==> src/rtl/mem_arb_pkg.sv <==
// Shared encodings for the I/D-cache memory arbiter.
// State values and owner tags are visible so the bench and any debug logic can decode them.
package mem_arb_pkg;

    typedef enum logic [1:0] {
        IDLE  = 2'b00,
        OWN_I = 2'b01,
        OWN_D = 2'b10,
        DRAIN = 2'b11
    } arb_state_e;

    localparam logic OWNER_I = 1'b0;
    localparam logic OWNER_D = 1'b1;

endpackage

==> src/rtl/arb_tag_pipe.sv <==
// Read-return tag pipeline: one {valid, owner} entry per accepted read, aged MEM_LAT cycles
// so the tail lines up with the memory's read data.
module arb_tag_pipe
    import mem_arb_pkg::*;
#(
    parameter int MEM_LAT = 2
) (
    input  logic clk,
    input  logic rst,
    input  logic load,
    input  logic load_owner,
    output logic empty,
    output logic tail_vld,
    output logic tail_owner
);

    logic [MEM_LAT-1:0] vld_pipe;
    logic [MEM_LAT-1:0] own_pipe;

    always_ff @(posedge clk or negedge rst) begin
        if (!rst) begin
            vld_pipe <= '0;
            own_pipe <= {MEM_LAT{OWNER_I}};
        end else begin
            vld_pipe[0] <= load;
            own_pipe[0] <= load_owner;
            for (int k = 1; k < MEM_LAT; k++) begin
                vld_pipe[k] <= vld_pipe[k-1];
                own_pipe[k] <= own_pipe[k-1];
            end
        end
    end

    assign empty      = ~|vld_pipe;
    assign tail_vld   = vld_pipe[MEM_LAT-1];
    assign tail_owner = own_pipe[MEM_LAT-1];

endmodule

==> src/rtl/mem_arbiter.sv <==
// Burst-granularity arbiter sharing main memory between the I-cache and D-cache controllers.
// The owner's strobes pass straight through; read data is steered back by a latency-matched tag.
module mem_arbiter
    import mem_arb_pkg::*;
#(
    parameter int DW      = 16,
    parameter int AW      = 16,
    parameter int MEM_LAT = 2
) (
    input  logic          clk,
    input  logic          rst,

    input  logic          i_req,
    input  logic          i_rd,
    input  logic          i_wr,
    input  logic [AW-1:0] i_addr,
    input  logic [DW-1:0] i_wdata,
    output logic          i_grant,
    output logic          i_stall,
    output logic [DW-1:0] i_rdata,
    output logic          i_rvalid,
    output logic          i_err,

    input  logic          d_req,
    input  logic          d_rd,
    input  logic          d_wr,
    input  logic [AW-1:0] d_addr,
    input  logic [DW-1:0] d_wdata,
    output logic          d_grant,
    output logic          d_stall,
    output logic [DW-1:0] d_rdata,
    output logic          d_rvalid,
    output logic          d_err,

    output logic          m_rd,
    output logic          m_wr,
    output logic [AW-1:0] m_addr,
    output logic [DW-1:0] m_wdata,
    input  logic [DW-1:0] m_data_out,
    input  logic          m_stall,
    input  logic          m_err
);

    arb_state_e state, state_nxt;
    logic       last_owner, last_nxt;

    logic own_i, own_d, owned;
    logic own_rd, own_wr;
    logic proto_err, err_any, err_owner;
    logic tag_load;
    logic pipe_empty, tail_vld, tail_owner;

    assign own_i = (state == OWN_I);
    assign own_d = (state == OWN_D);
    assign owned = own_i | own_d;

    // Only the owner's strobes are looked at; everything else is dropped here.
    assign own_rd = owned & (own_d ? d_rd : i_rd);
    assign own_wr = owned & (own_d ? d_wr : i_wr);

    assign proto_err = own_rd & own_wr;
    assign m_rd      = own_rd & ~own_wr;
    assign m_wr      = own_wr & ~own_rd;
    assign m_addr    = owned ? (own_d ? d_addr  : i_addr)  : '0;
    assign m_wdata   = owned ? (own_d ? d_wdata : i_wdata) : '0;

    assign tag_load  = m_rd & ~m_stall;

    arb_tag_pipe #(.MEM_LAT(MEM_LAT)) u_tag_pipe (
        .clk        (clk),
        .rst        (rst),
        .load       (tag_load),
        .load_owner (own_d),
        .empty      (pipe_empty),
        .tail_vld   (tail_vld),
        .tail_owner (tail_owner)
    );

    always_ff @(posedge clk or negedge rst) begin
        if (!rst) begin
            state      <= IDLE;
            last_owner <= OWNER_I;
        end else begin
            state      <= state_nxt;
            last_owner <= last_nxt;
        end
    end

    always_comb begin
        state_nxt = state;
        last_nxt  = last_owner;
        case (state)
            IDLE: begin
                if (i_req && d_req)
                    state_nxt = (last_owner == OWNER_I) ? OWN_D : OWN_I;
                else if (i_req)
                    state_nxt = OWN_I;
                else if (d_req)
                    state_nxt = OWN_D;
            end
            OWN_I: begin
                if (!i_req) begin
                    last_nxt  = OWNER_I;
                    // A read accepted this very cycle is not in the pipe yet, so count it too.
                    state_nxt = (tag_load || !pipe_empty) ? DRAIN : IDLE;
                end
            end
            OWN_D: begin
                if (!d_req) begin
                    last_nxt  = OWNER_D;
                    state_nxt = (tag_load || !pipe_empty) ? DRAIN : IDLE;
                end
            end
            DRAIN: begin
                if (pipe_empty)
                    state_nxt = IDLE;
            end
            default: state_nxt = IDLE;
        endcase
    end

    assign i_grant = own_i;
    assign d_grant = own_d;
    assign i_stall = ~i_grant | m_stall;
    assign d_stall = ~d_grant | m_stall;

    assign i_rdata  = m_data_out;
    assign d_rdata  = m_data_out;
    assign i_rvalid = tail_vld & (tail_owner == OWNER_I);
    assign d_rvalid = tail_vld & (tail_owner == OWNER_D);

    // Memory errors during drain belong to the burst that just released.
    assign err_owner = owned ? own_d : last_owner;
    assign err_any   = proto_err | (m_err & (state != IDLE));
    assign i_err     = err_any & (err_owner == OWNER_I);
    assign d_err     = err_any & (err_owner == OWNER_D);

endmodule

==> config.mk <==
export PLATFORM = sky130hd
export DESIGN_NAME = mem_arbiter
export DESIGN_NICKNAME = d
export VERILOG_FILES = /design/src/rtl/mem_arb_pkg.sv /design/src/rtl/arb_tag_pipe.sv /design/src/rtl/mem_arbiter.sv
export SDC_FILE = /design/constraint.sdc
export NUM_CORES = 1
export LEC_CHECK = 0
export CORE_AREA = 4 4 62 64
export DETAILED_ROUTE_END_ITERATION = 8
export DIE_AREA = 0 0 66 68
export DONT_BUFFER_PORTS = 1
export GPL_ROUTABILITY_DRIVEN = 0
export GPL_TIMING_DRIVEN = 0
export PLACE_DENSITY_LB_ADDON = 0.25
export SLEW_MARGIN = 10
export SYNTH_ARGS = -nofsm -noshare
export SYNTH_HDL_FRONTEND = slang
export SYNTH_HIERARCHICAL = 1
export SYNTH_SLANG_ARGS = --single-unit
==> constraint.sdc <==
create_clock -name clk -period 1.8 [get_ports clk]
set_input_delay 0.09 -clock clk [delete_from_list [all_inputs] [get_ports clk]]
set_output_delay 0.09 -clock clk [all_outputs]
set_load 0.01 [all_outputs]
==> summary.txt <==
Status
  • Status: complete, no violations

CTS
  • Clock tree sinks: 7
  • Reg clk slew, reported paths: 50 ps
  • Max clock buf depth: 2
  • Cts bufs inserted: 3
  • CTS H-tree depth: 1
  • CTS Root Cell: clkbuf_4
  • CTS tree: done
  • Skew-Pair Late Insertion Delay: 250 ps

Floorplanning
  • Placeable Area: 3280 sq um
  • Die ar.: 4490 sq um
  • Die width: 66 microns
  • I/O pins: 164
  • Die Y-Extent: 68 microns
  • # rows: 21
  • Initial Util: 40.3%

Worst setup path
  • Worst endpoint required time: 1710 ps
  • WP buf/inv: 3
  • Reg2Reg Capture Point: state[1]$_DFFE_PN0P_
  • Worst Path Arrival: 1680 ps
  • Reg2Reg Depth: 6
  • Crit Path Max Fanout: 7
  • Crit path from: state[1]$_DFFE_PN0P_
  • Slowest Stage Delay on Critical Path: 450 ps
  • CP top delay family: flip-flops
  • Worst r2r src: state[1]$_DFFE_PN0P_
  • Slowest stage cell, crit path: dfrtp_2
  • Critical path, cell by cell: ha_4, buf_6, buf_8, clkbuf_16, mux2i_4, nor2b_4
  • Critical path depth in cells: 6
  • Critical Path Source Type: register
  • CP endpoint: m_addr[9]
  • R2R setup slack: 120 ps
  • Crit. End Element: primary output
  • WS Path Type: reg2out

Global routing
  • First-pass GRT wire length: 5550 microns
  • Vias in the first global route: 1158
  • Gr ovfl total: 0
  • Global Route Usage Sum: 15.9%
  • Initial antenna violation count: 0
  • Largest net degree at the start of global routing: 11

STA
  • Fin crit share: 98.4%
  • Final setup fails: 0
  • Post-Route Skew: 0.607 ps
  • Period minus WS final: 1770 ps
  • Worst slew margin: 78.3%
  • Min Hold Slack: 21.0 ps
  • FMAX: 565 MHz
  • Final Hold Viols: 0
  • Fin. max-slew vios: 0
  • RSZ-0062 raised after global routing: true
  • Worst-margin pin slew: 325 ps

Power
  • Max VDD drop: 1.46 mV
  • PD cells: 2000 nW/um^2
  • Lkg Pwr: 0.000881 uW
  • Pwr Total: 4120 uW

Drt
  • Vias: 1162
  • Vias per cell: 5.28
  • Wire per inst: 20.5 microns
  • Routed Antenna Nets: 0
  • DR iter-0 viols: 41
  • Drt first pass iters: 4
  • WL final: 4520 microns
  • DRC: 0

Yosys
  • Mean Syn Cell Area: 8.18 sq um
  • Warnings, synthesis: 6
  • Top cells by area, synth: mux2i_1, buf_4, nor2b_1, dfrtp_1, ha_1
  • Most frequent cell after synthesis: nor2b_1
  • Synth top area share: 24.9%
  • Synth Register Bits: 7
  • Synth area leader: mux2i_1
  • Count of flip-flops with a built-in enable after synthesis: 0
  • Syn_nets: 258
  • Ys flop type: dfrtp_1
  • Synth Cell Area: 1330 sq um
  • Synth cell count leaders: nor2b_1, buf_4, mux2i_1
  • Post-synth ARST share: 100%
  • Yosys cell types: 27
  • Synth Instances: 162
  • Seq/Total Area, Yosys: 13.2%

Final layout
  • Synth-to-Final Area Change: 55.3%
  • Fin nets: 271
  • Layout cell share with drive strength beyond 1: 69.0%
  • Diode count: 0
  • Fillers: 274

Min path
  • Hold/Removal Path Class: in2reg
  • Min-Delay Path Depth: 2

Placement
  • Post-DP HPWL: 3380 microns
  • Port buffer count: 0

Flow run
  • Max-Cap Viols: 0
## layout by cell type, fill, tap and decap left out, types with 2 or more instances in the layout
cell type,count
mux2i_1,6
a21oi_1,2
buf_6,6
nor2b_4,30
mux2i_4,12
nor2_1,8
dfrtp_1,6
ha_4,2
clkbuf_4,3
buf_12,2
nor2b_1,4
nand2b_1,4
a31oi_1,3
dlygate4sd3_1,2
buf_4,37
inv_1,4
nor2b_2,2
ha_1,3
nand2_1,3
mux2i_2,15
## per-stage QoR
stage	setup slack [ps]	cells	instance area [sq um]	setup TNS (ps)	util, %
2_1_floorplan	213	162	1330	0	-
3_3_place_gp	-78.3	208	1380	-97.5	42.1
3_5_place_dp	-97.3	208	1380	-352	42.1
4_1_cts	-36.9	219	1700	-254	51.7
5_1_grt	-39.7	220	2060	-305	62.7
6_report	29.7	220	2060	0	62.7
## kinds of logic (layout without fill, tap and decap cells)
logic type,after synthesis,after routing,share of synthesized area (%)
DFF,7,7,13.2
muxes,34,34,25.8
adders and majority gates,6,6,5.67
AOI/OAI and AO/OA,14,14,8.12
and+or+nand+nor,55,55,23.9
buffers and inverters,46,58,23.3
## area by class of cell
type,instances,area [sq um],area share [%]
Multi-Input combinational cell,109,1330,64.8
Buffer,41,350,17.0
Clock buffer,4,26.3,1.28
Timing Repair Buffer,8,95.1,4.62
Tap cell,46,57.6,2.80
Inverter,5,18.8,0.912
Sequential cell,7,176,8.57
## what timing repair did
action | in CTS | in global routing
buffers inserted | 5 | 0
hold buffers | 2 | 0
pin swaps | 0 | 1
endpoints found under the setup margin | 39 | 36
endpoints found under the hold margin | 8 | 0
gates resized for setup | 61 | 81
cloned | 0 | 1
## worst min-delay path by stage
stage / start / to / slack (ps)
after global placement: rst / state[0]$_DFFE_PN0P_ / -210
after floorplan: rst / last_owner$_DFFE_PN0P_ / -210
after detailed placement: rst / state[0]$_DFFE_PN0P_ / -210
after CTS: i_req / state[0]$_DFFE_PN0P_ / 10
after global routing: i_req / state[0]$_DFFE_PN0P_ / 20
final: i_req / state[0]$_DFFE_PN0P_ / 20
## metal layers
| layer | vias to the layer above | GRT usage, % | wire (microns) |
|---|---|---|---|
| met5 | - | 0 | 0 |
| met1 | 558 | 18.1 | 1450 |
| met4 | 0 | 4.57 | 36 |
| met2 | 69 | 29.5 | 2640 |
| met3 | 4 | 3.78 | 390 |
| li1 | 531 | - | - |
## registers in the layout (all words and copies together) (netlist names)
register             cells
state                    2
u_tag_pipe/own_pipe      2
u_tag_pipe/vld_pipe      2
last_owner               1
## where the power goes
group / internal [uW] / switching (uW)
Combinational: 2050 / 1640
Clock: 84.6 / 57.5
Sequential: 223 / 57.6
No activity file was read; power rests on OpenSTA's default activity.
